$ cat config.mk
export PLATFORM = sky130hd
export DESIGN_NAME = chipram_arbiter_flat
export DESIGN_NICKNAME = d
export VERILOG_FILES = /design/src/rtl/chipram_arbiter_if.sv /design/src/rtl/chipram_arbiter.sv /design/src/flat_wrapper.sv
export SDC_FILE = /design/constraint.sdc
export NUM_CORES = 1
export LEC_CHECK = 0
export BUFFER_PORTS_ARGS = -buffer_cell sky130_fd_sc_hd__buf_2
export CELL_PAD_IN_SITES_DETAIL_PLACEMENT = 1
export CELL_PAD_IN_SITES_GLOBAL_PLACEMENT = 2
export CORE_ASPECT_RATIO = 1.4
export CORE_MARGIN = 2
export CORE_UTILIZATION = 31
export DETAILED_ROUTE_END_ITERATION = 8
export PLACE_DENSITY = 0.92
export SLEW_MARGIN = 10
export SYNTH_ARGS = -nofsm -noshare
export SYNTH_HDL_FRONTEND = slang
export SYNTH_SLANG_ARGS = --single-unit
$ cat constraint.sdc
create_clock -name sys_clk -period 2.5 [get_ports sys_clk]
set_input_delay 0.25 -clock sys_clk [delete_from_list [all_inputs] [get_ports sys_clk]]
set_output_delay 0.25 -clock sys_clk [all_outputs]
set_load 0.02 [all_outputs]
$ cat src/rtl/chipram_arbiter_if.sv
// Bus bundle for the chip RAM arbiter: video and CPU requester ports plus the RAM port.
// The arbiter takes the slave view; the environment driving it takes the master view.
interface chipram_arbiter_if #(
  parameter int ADDR_W = 16,
  parameter int DATA_W = 8
);
  logic              vid_req;
  logic [ADDR_W-1:0] vid_addr;
  logic              vid_gnt;
  logic              vid_rvalid;
  logic [DATA_W-1:0] vid_rdata;

  logic              cpu_req;
  logic              cpu_wr;
  logic [ADDR_W-1:0] cpu_addr;
  logic [DATA_W-1:0] cpu_wdata;
  logic              cpu_gnt;
  logic              cpu_rvalid;
  logic [DATA_W-1:0] cpu_rdata;

  logic              mem_en;
  logic              mem_we;
  logic [ADDR_W-1:0] mem_addr;
  logic [DATA_W-1:0] mem_wdata;
  logic [DATA_W-1:0] mem_rdata;

  logic              starved;

  modport slave (
    input  vid_req, vid_addr, cpu_req, cpu_wr, cpu_addr, cpu_wdata, mem_rdata,
    output vid_gnt, vid_rvalid, vid_rdata, cpu_gnt, cpu_rvalid, cpu_rdata,
    output mem_en, mem_we, mem_addr, mem_wdata, starved
  );

  modport master (
    output vid_req, vid_addr, cpu_req, cpu_wr, cpu_addr, cpu_wdata, mem_rdata,
    input  vid_gnt, vid_rvalid, vid_rdata, cpu_gnt, cpu_rvalid, cpu_rdata,
    input  mem_en, mem_we, mem_addr, mem_wdata, starved
  );
endinterface

$ cat src/rtl/chipram_arbiter.sv
// Shares the single-port chip RAM between the video line fetcher (fixed priority)
// and the 6502 CPU, with a saturating starvation counter bounding CPU wait time.
module chipram_arbiter #(
  parameter int ADDR_W     = 16,
  parameter int DATA_W     = 8,
  parameter int RD_LAT     = 1,
  parameter int STARVE_MAX = 8
) (
  input  logic             sys_clk,
  input  logic             sys_reset,
  chipram_arbiter_if.slave bus
);
  localparam logic [7:0] STARVE_MAX_C = 8'(STARVE_MAX);

  logic              vid_gnt_s;
  logic              cpu_gnt_s;
  logic              rd_xfer_s;
  logic [7:0]        starve_cnt_s;
  logic [7:0]        starve_cnt_r;
  logic              starved_r;

  logic              mem_en_r;
  logic              mem_we_r;
  logic [ADDR_W-1:0] mem_addr_r;
  logic [DATA_W-1:0] mem_wdata_r;

  // Bit k of each vector is tag stage k; stage RD_LAT lines up with mem_rdata.
  logic [RD_LAT:0]   tag_vld_r;
  logic [RD_LAT:0]   tag_cpu_r;

  logic              vid_rvalid_r;
  logic              cpu_rvalid_r;
  logic [DATA_W-1:0] vid_rdata_r;
  logic [DATA_W-1:0] cpu_rdata_r;

  // Grant: video first, CPU first once starved; nothing while reset is held.
  always_comb begin
    vid_gnt_s = 1'b0;
    cpu_gnt_s = 1'b0;
    if (!sys_reset) begin
      vid_gnt_s = 1'b0;
      cpu_gnt_s = 1'b0;
    end else if (bus.cpu_req && (!bus.vid_req || starved_r)) begin
      cpu_gnt_s = 1'b1;
    end else if (bus.vid_req) begin
      vid_gnt_s = 1'b1;
    end else begin
      vid_gnt_s = 1'b0;
      cpu_gnt_s = 1'b0;
    end
  end

  assign rd_xfer_s = vid_gnt_s | (cpu_gnt_s & ~bus.cpu_wr);

  // Next starvation count: counts lost cycles of a held CPU request, saturating.
  always_comb begin
    starve_cnt_s = starve_cnt_r;
    if (!bus.cpu_req || cpu_gnt_s) begin
      starve_cnt_s = 8'd0;
    end else if (starve_cnt_r < STARVE_MAX_C) begin
      starve_cnt_s = starve_cnt_r + 8'd1;
    end else begin
      starve_cnt_s = starve_cnt_r;
    end
  end

  // Starvation state register.
  always_ff @(posedge sys_clk or negedge sys_reset) begin
    if (!sys_reset) begin
      starve_cnt_r <= 8'd0;
      starved_r    <= 1'b0;
    end else begin
      starve_cnt_r <= starve_cnt_s;
      starved_r    <= (starve_cnt_s == STARVE_MAX_C);
    end
  end

  // RAM issue register; video has no write data so mem_wdata keeps the last CPU value.
  always_ff @(posedge sys_clk or negedge sys_reset) begin
    if (!sys_reset) begin
      mem_en_r    <= 1'b0;
      mem_we_r    <= 1'b0;
      mem_addr_r  <= '0;
      mem_wdata_r <= '0;
    end else if (vid_gnt_s) begin
      mem_en_r    <= 1'b1;
      mem_we_r    <= 1'b0;
      mem_addr_r  <= bus.vid_addr;
    end else if (cpu_gnt_s) begin
      mem_en_r    <= 1'b1;
      mem_we_r    <= bus.cpu_wr;
      mem_addr_r  <= bus.cpu_addr;
      mem_wdata_r <= bus.cpu_wdata;
    end else begin
      mem_en_r    <= 1'b0;
      mem_we_r    <= 1'b0;
    end
  end

  // Owner tag pipeline; writes enter invalid so they never produce a return.
  always_ff @(posedge sys_clk or negedge sys_reset) begin
    if (!sys_reset) begin
      tag_vld_r <= '0;
      tag_cpu_r <= '0;
    end else begin
      tag_vld_r <= {tag_vld_r[RD_LAT-1:0], rd_xfer_s};
      tag_cpu_r <= {tag_cpu_r[RD_LAT-1:0], cpu_gnt_s};
    end
  end

  // Return stage: capture mem_rdata against the last tag and steer it to its owner.
  always_ff @(posedge sys_clk or negedge sys_reset) begin
    if (!sys_reset) begin
      vid_rvalid_r <= 1'b0;
      cpu_rvalid_r <= 1'b0;
      vid_rdata_r  <= '0;
      cpu_rdata_r  <= '0;
    end else begin
      vid_rvalid_r <= tag_vld_r[RD_LAT] & ~tag_cpu_r[RD_LAT];
      cpu_rvalid_r <= tag_vld_r[RD_LAT] & tag_cpu_r[RD_LAT];
      if (tag_vld_r[RD_LAT] && !tag_cpu_r[RD_LAT]) begin
        vid_rdata_r <= bus.mem_rdata;
      end else begin
        vid_rdata_r <= vid_rdata_r;
      end
      if (tag_vld_r[RD_LAT] && tag_cpu_r[RD_LAT]) begin
        cpu_rdata_r <= bus.mem_rdata;
      end else begin
        cpu_rdata_r <= cpu_rdata_r;
      end
    end
  end

  assign bus.vid_gnt    = vid_gnt_s;
  assign bus.cpu_gnt    = cpu_gnt_s;
  assign bus.mem_en     = mem_en_r;
  assign bus.mem_we     = mem_we_r;
  assign bus.mem_addr   = mem_addr_r;
  assign bus.mem_wdata  = mem_wdata_r;
  assign bus.vid_rvalid = vid_rvalid_r;
  assign bus.vid_rdata  = vid_rdata_r;
  assign bus.cpu_rvalid = cpu_rvalid_r;
  assign bus.cpu_rdata  = cpu_rdata_r;
  assign bus.starved    = starved_r;
endmodule

$ cat src/flat_wrapper.sv
// flat-port wrapper written by rule: the top's interface ports become plain ports
module chipram_arbiter_flat 
#(
  parameter int ADDR_W     = 16,
  parameter int DATA_W     = 8,
  parameter int RD_LAT     = 1,
  parameter int STARVE_MAX = 8
)
  (sys_clk, sys_reset, bus_vid_req, bus_vid_addr, bus_cpu_req, bus_cpu_wr, bus_cpu_addr, bus_cpu_wdata, bus_mem_rdata, bus_vid_gnt, bus_vid_rvalid, bus_vid_rdata, bus_cpu_gnt, bus_cpu_rvalid, bus_cpu_rdata, bus_mem_en, bus_mem_we, bus_mem_addr, bus_mem_wdata, bus_starved);
  chipram_arbiter_if #(.ADDR_W(ADDR_W), .DATA_W(DATA_W)) bus_i ();
  input  logic sys_clk;
  input  logic sys_reset;
  input wire logic [$bits(bus_i.vid_req)-1:0] bus_vid_req;
  input wire logic [$bits(bus_i.vid_addr)-1:0] bus_vid_addr;
  input wire logic [$bits(bus_i.cpu_req)-1:0] bus_cpu_req;
  input wire logic [$bits(bus_i.cpu_wr)-1:0] bus_cpu_wr;
  input wire logic [$bits(bus_i.cpu_addr)-1:0] bus_cpu_addr;
  input wire logic [$bits(bus_i.cpu_wdata)-1:0] bus_cpu_wdata;
  input wire logic [$bits(bus_i.mem_rdata)-1:0] bus_mem_rdata;
  output wire logic [$bits(bus_i.vid_gnt)-1:0] bus_vid_gnt;
  output wire logic [$bits(bus_i.vid_rvalid)-1:0] bus_vid_rvalid;
  output wire logic [$bits(bus_i.vid_rdata)-1:0] bus_vid_rdata;
  output wire logic [$bits(bus_i.cpu_gnt)-1:0] bus_cpu_gnt;
  output wire logic [$bits(bus_i.cpu_rvalid)-1:0] bus_cpu_rvalid;
  output wire logic [$bits(bus_i.cpu_rdata)-1:0] bus_cpu_rdata;
  output wire logic [$bits(bus_i.mem_en)-1:0] bus_mem_en;
  output wire logic [$bits(bus_i.mem_we)-1:0] bus_mem_we;
  output wire logic [$bits(bus_i.mem_addr)-1:0] bus_mem_addr;
  output wire logic [$bits(bus_i.mem_wdata)-1:0] bus_mem_wdata;
  output wire logic [$bits(bus_i.starved)-1:0] bus_starved;
  assign bus_i.vid_req = bus_vid_req;
  assign bus_i.vid_addr = bus_vid_addr;
  assign bus_i.cpu_req = bus_cpu_req;
  assign bus_i.cpu_wr = bus_cpu_wr;
  assign bus_i.cpu_addr = bus_cpu_addr;
  assign bus_i.cpu_wdata = bus_cpu_wdata;
  assign bus_i.mem_rdata = bus_mem_rdata;
  assign bus_vid_gnt = bus_i.vid_gnt;
  assign bus_vid_rvalid = bus_i.vid_rvalid;
  assign bus_vid_rdata = bus_i.vid_rdata;
  assign bus_cpu_gnt = bus_i.cpu_gnt;
  assign bus_cpu_rvalid = bus_i.cpu_rvalid;
  assign bus_cpu_rdata = bus_i.cpu_rdata;
  assign bus_mem_en = bus_i.mem_en;
  assign bus_mem_we = bus_i.mem_we;
  assign bus_mem_addr = bus_i.mem_addr;
  assign bus_mem_wdata = bus_i.mem_wdata;
  assign bus_starved = bus_i.starved;
  chipram_arbiter #(.ADDR_W(ADDR_W), .DATA_W(DATA_W), .RD_LAT(RD_LAT), .STARVE_MAX(STARVE_MAX)) u_core (.sys_clk(sys_clk), .sys_reset(sys_reset), .bus(bus_i));
endmodule
# After elaboration in Yosys (flattened, before gate mapping)
# Cells that the tools add are included.
# Widths: inputs -> output; s select.
# totals
register_bits	57
in_bits	53
output_inout_bits	47
word_cells	45
# op_classes
addsub	1
order_cmp	1
n_eq_ne	1
n_mux	13
bitwise_logic	7
reduce_logical	10
# ops
cell	n
$mux 16	2
$mux 8	2
$mux 1	9
$add 8x1->8 const B	1
$eq 8x4->1 const B	1
$lt 8x4->1 const B	1
$and 1x1->1	3
$logic_and 1x1->1	3
$logic_not 1->1	3
$not 1->1	3
$logic_or 1x1->1	2
$reduce_and 2->1	1
$reduce_bool 2->1	1
$or 1x1->1	1

# Depth between registers and ports, before layout
# logic_depth
word_depth	8
ltp_mapped	6
depth_no_buf	5

# Least setup slack after synthesis
# Ideal clock, no wire load.
# synth_timing
path_kind	register to register
start	register u_core.starved_r (netlist: u_core.bus.starved)
end	register u_core.mem_wdata_r[7] (netlist: u_core.bus.mem_wdata[7])
setup_ns	0.125
t_arrival_ns	1.363
required_ns	2.375
slack_ns	1.011
stages_incl_launch_ff	6
path_buffers	2
synth_period_minus_slack_ns	1.489
cell_sequence	dfrtp_1 -> nand2b_1 -> and3_1 -> buf_6 -> buf_8 -> mux2_4
# synth_between
elab_chain_cells	6
elab_cells_between_ends	8
cone_classes	mux (4); bitwise (1); reduce/logical (3)
# synth_lines
item	line	source
from (decl)	chipram_arbiter.sv:20	logic starved_r;
from (signal assigned)	chipram_arbiter.sv:74	starved_r <= (starve_cnt_s == STARVE_MAX_C);
$logic_or 1x1->1 *	chipram_arbiter.sv:43	end else if (bus.cpu_req && (!bus.vid_req || starved_r)) begin
$logic_and 1x1->1 *	chipram_arbiter.sv:43	
$mux 1	chipram_arbiter.sv:43	
$mux 1	chipram_arbiter.sv:40	if (!sys_reset) begin
$not 1->1 (no line)	-	
$reduce_and 2->1 (no line) *	-	
to (signal assigned)	chipram_arbiter.sv:93	mem_wdata_r <= bus.cpu_wdata;
to (decl)	chipram_arbiter.sv:25	logic [DATA_W-1:0] mem_wdata_r;
# Mark *: on every way between the ends. The rest lies on a longest branch, timed or not.
# A chain may end at the register's enable or synchronous reset.

# Worst setup path after layout
# layout_timing
start	register u_core.starved_r (netlist: u_core.bus.starved)
end	output port bus_cpu_gnt
# layout_between
elab_chain_cells	4
# layout_lines
item	line	source
$logic_or 1x1->1	chipram_arbiter.sv:43	
$logic_and 1x1->1	chipram_arbiter.sv:43	
$mux 1	chipram_arbiter.sv:43	
$mux 1	chipram_arbiter.sv:40	
to (decl)	flat_wrapper.sv:23	output wire logic [$bits(bus_i.cpu_gnt)-1:0] bus_cpu_gnt;
# Every way passes these cells.

==> qor_table.md <==
| Step | Quantity | Reported |
|:---|:---|:---|
| status | Status | finished clean |
| timing | Minimum period implied by the final worst setup slack | 1.88 ns |
| global route | GRT overflow | 0 |
| layout | Final nets | 333 |
| setup path | Worst Setup Start Kind | register |
| timing | Fin. max-slew vios | 0 |
| global route | Number of global-route vias before repair | 1816 |
| timing | Setup repair after global routing missed its margin | no |
| global route | Initial antenna violation count | 0 |
| setup path | Crit path required time | 2.25 ns |
| timing | Worst slew margin relative to its limit | 54.0% |
| setup path | Largest stage delay on the critical path | 0.37 ns |
| setup path | Critical path, cell by cell | nand2b_1 -> and3_1 -> buf_12 -> buf_2 |
| drt | Number of iterations in the first detailed-routing pass | 4 |
| logic synthesis | Sequential element share of the synthesized area | 63.9% |
| clock tree | Clock Pin Slew Worst Setup and Hold Paths | 0.07 ns |
| logic synthesis | Post-synth EDFFs | 0 |
| logic synthesis | Number of instances in the synthesized netlist | 171 |
| clock tree | Clock Tree Buf Depth | 2 |
| drt | Final wirelength | 5.12 mm |
| power | Static leakage | 1.62 nW |
| global route | Pin count of the biggest net entering global routing | 58 |
| clock tree | Number of buffers created by CTS | 9 |
| place | Final GP Congestion | 0.682 |
| power | Worst IR drop on VDD | 0.295 mV |
| layout | Post-layout instance count excluding filler cells | 379 |
| clock tree | Post-CTS resize count | 0 |
| hold path | Min-delay worst type | in2reg |
| die | Area of the core | 6980 um2 |
| global route | Global-route usage over all layers | 14.1% |
| clock tree | Clock tree sinks | 57 |
| timing | Final hold slack | 0.135 ns |
| power | Power density over the cells | 828 nW/um2 |
| place | Count of buffers inserted at the top-level ports | 99 |
| drt | First DRT Iteration DRCs | 62 |
| timing | Final-report setup violation count | 0 |
| drt | Post-detailed-route DRC marker count | 0 |
| die | Total number of placement rows | 36 |
| setup path | Sum of buffers and inverters on the critical path | 2 |
| clock tree | Number of buffers added to fix hold violations after cts | 0 |
| clock tree | Post-CTS setup-driven buffer insertion count | 0 |
| timing | Transition time of the tightest slew-check pin | 0.690 ns |
| logic synthesis | Number of unique standard cell types used by synthesis | 26 |
| layout | Number of fillers in the final layout | 788 |
| timing | Fin worst setup slack | 0.623 ns |
| die | Ports | 100 |
| logic synthesis | Post-synthesis sequential element count | 57 |
| layout | Number of antenna repair diodes | 0 |
| timing | Maximum clock frequency | 533 MHz |
| layout | Layout cells sized above 1 | 50.7% |
| drt | Via-per-instance ratio | 4.54 |
| logic synthesis | Synthesis Warnings | 0 |
| setup path | Crit path kind | reg2out |
| setup path | Slowest CP cell | dfrtp_1 |
| clock tree | Later-pin clock latency in the skew report | 0.33 ns |
| drt | Routed len/inst | 13.5 um |
| clock tree | Clock H-tree levels | 3 |
| die | Chip Width | 75.7 um |
| place | Number of instances in the placed design | 363 |
| setup path | Cell class contributing the biggest share of worst-path delay | simple AND/OR/NAND/NOR gates |
| timing | Count of endpoints failing hold in the final timing report | 0 |
| setup path | Largest fanout on the critical path | 23 |
| drt | DR vias | 1721 |
| logic synthesis | Nets in the synthesized netlist | 225 |
| drt | Remaining number of nets flagged by the antenna check after routing | 0 |
| logic synthesis | Share of synthesized flip-flops with an asynchronous set or reset | 100% |
| timing | Final setup TNS | 0 ns |
| clock tree | CTS Root Buffer Type | clkbuf_8 |
| die | Starting Density | 32.0% |
| die | Die area | 7910 um2 |
| logic synthesis | Synth Cell Area | 2230 um2 |
| flow run | Number of maximum-capacitance constraint violations | 0 |
| global route | Global-route wire length before repair | 8.42 mm |
| logic synthesis | Average size of a mapped cell | 13.1 um2 |
| clock tree | CTS tree | done |
| place | DPL Wire Length | 3.96 mm |
| timing | Final worst-path cycle share | 75.1% |
| logic synthesis | Top_reg_cell synth | dfrtp_1 |
| die | Vertical die dimension | 104 um |
| setup path | Arrival @ worst endpoint | 1.63 ns |
| place | Worst setup slack after placement | 0.918 ns |
| layout | Area overhead of the layout relative to synthesis | 36.5% |
| setup path | Critical Path End Type | output pin |
| timing | Worst clock skew | 0.0112 ns |
where the power goes:
part / leakage, nW / total [mW] / internal (mW) / switching [mW]
combinational: 0.803 / 0.508 / 0.206 / 0.302
sequential: 0.707 / 1.11 / 1.05 / 0.0613
clock: 0.106 / 0.908 / 0.556 / 0.352
total: 1.62 / 2.52 / 1.81 / 0.715
stage by stage:
stage	power [mW]	instance area, um2	utilization (%)
after floorplan	1.42	2230	-
after global placement	1.63	2840	40.6
after detailed placement	1.65	2840	40.6
after CTS	2.56	3050	43.7
after global routing	2.65	3050	43.7
final	2.52	3050	43.7
state kept, by name (all words and copies together) (netlist names):
| signal | flops |
|---|---|
| u_core.tag_cpu_r | 2 |
| u_core.bus.starved | 1 |
| u_core.bus.mem_addr | 16 |
| u_core.tag_vld_r | 2 |
| u_core.starve_cnt_r | 8 |
| u_core.bus.mem_wdata | 8 |
| u_core.bus.cpu_rvalid | 1 |
| u_core.bus.mem_we | 1 |
| u_core.bus.mem_en | 1 |
| u_core.bus.vid_rvalid | 1 |
| u_core.bus.vid_rdata | 8 |
| u_core.bus.cpu_rdata | 8 |
placed cells by master, fill, tap and decap left out, types with 2 or more instances in the layout:
cell       synthesis  final
inv_1              4      4
nand2_1           36     36
clkbuf_8           0      9
buf_4              0      3
nand2b_1           2      2
a22oi_1           16     16
mux2i_1            2      2
dfrtp_1           57     57
bufinv_16          0      2
nor2_1             4      4
clkinv_2           0      3
and2_1             5      5
and3_1             3      3
buf_2              3     99
mux2_2            23     23
worst min-delay path: cells and delay by family:
| family | cells | cell delay [ns] |
|---|---|---|
| AOI/OAI and AO/OA | 1 | 0.05 |
| buffers and inverters | 1 | 0.07 |
| and+or+nand+nor | 1 | 0.06 |
synthesized netlist by cell type, types with 2 or more instances:
cell type / n / share of area [%]
mux2_2: 23 / 12
mux2i_1: 2 / 0.90
buf_6: 2 / 1.0
nand2b_1: 2 / 0.56
and3_1: 3 / 0.84
a22oi_1: 16 / 5.4
dfrtp_1: 57 / 64
nand2_1: 36 / 6.1
nor2_1: 4 / 0.67
inv_1: 4 / 0.67
buf_2: 3 / 0.67
and2_1: 5 / 1.4
cell families (layout without fill, tap and decap cells):
kind of cell	after synthesis	after routing	share of synthesized area, %
adder cells (fa/ha/maj)	1	1	0.560
buffers and inverters	10	123	3.02
flip-flops	57	57	63.9
XOR/XNOR	2	2	0.784
multiplexers	26	26	13.2
AND/OR/NAND/NOR	54	54	11.5
AO/OA/AOI/OAI	21	21	7.06
cell type report:
cell class,instances,area [um2],share of cell area (%)
Clock buffer,10,128,4.19
Clock inverter,6,82.6,2.71
Inverter,4,15.0,0.493
Multi-Input combinational cell,104,739,24.3
Sequential cell,57,1430,46.8
Tap cell,95,119,3.90
Timing Repair Buffer,103,538,17.7
metal layers:
layer	track usage, %	vias to the layer above	wire length [um]
li1	-	807	-
met1	15.4	846	1900
met2	24.4	60	2800
met3	4.75	8	329
met4	5.26	0	80
met5	0	-	0
path summary, 6_finish.rpt:
check / endpoint / start / slack [ns] / depth (start not counted)
min in group asynchronous: u_core.starve_cnt_r[4] / sys_reset / 0.16 / 2
setup reg to reg: u_core.bus.mem_wdata[5] / u_core.bus.starved / 0.93 / 4
max in group asynchronous: u_core.starve_cnt_r[1] / sys_reset / 1.87 / 2
hold / removal: u_core.bus.mem_addr[9] / bus_vid_addr[9] / 0.14 / 3
setup / recovery: bus_cpu_gnt / u_core.bus.starved / 0.62 / 4
hold reg to reg: u_core.tag_vld_r[1] / u_core.tag_vld_r[0] / 0.36 / 0
No activity file was read; power rests on OpenSTA's default activity.
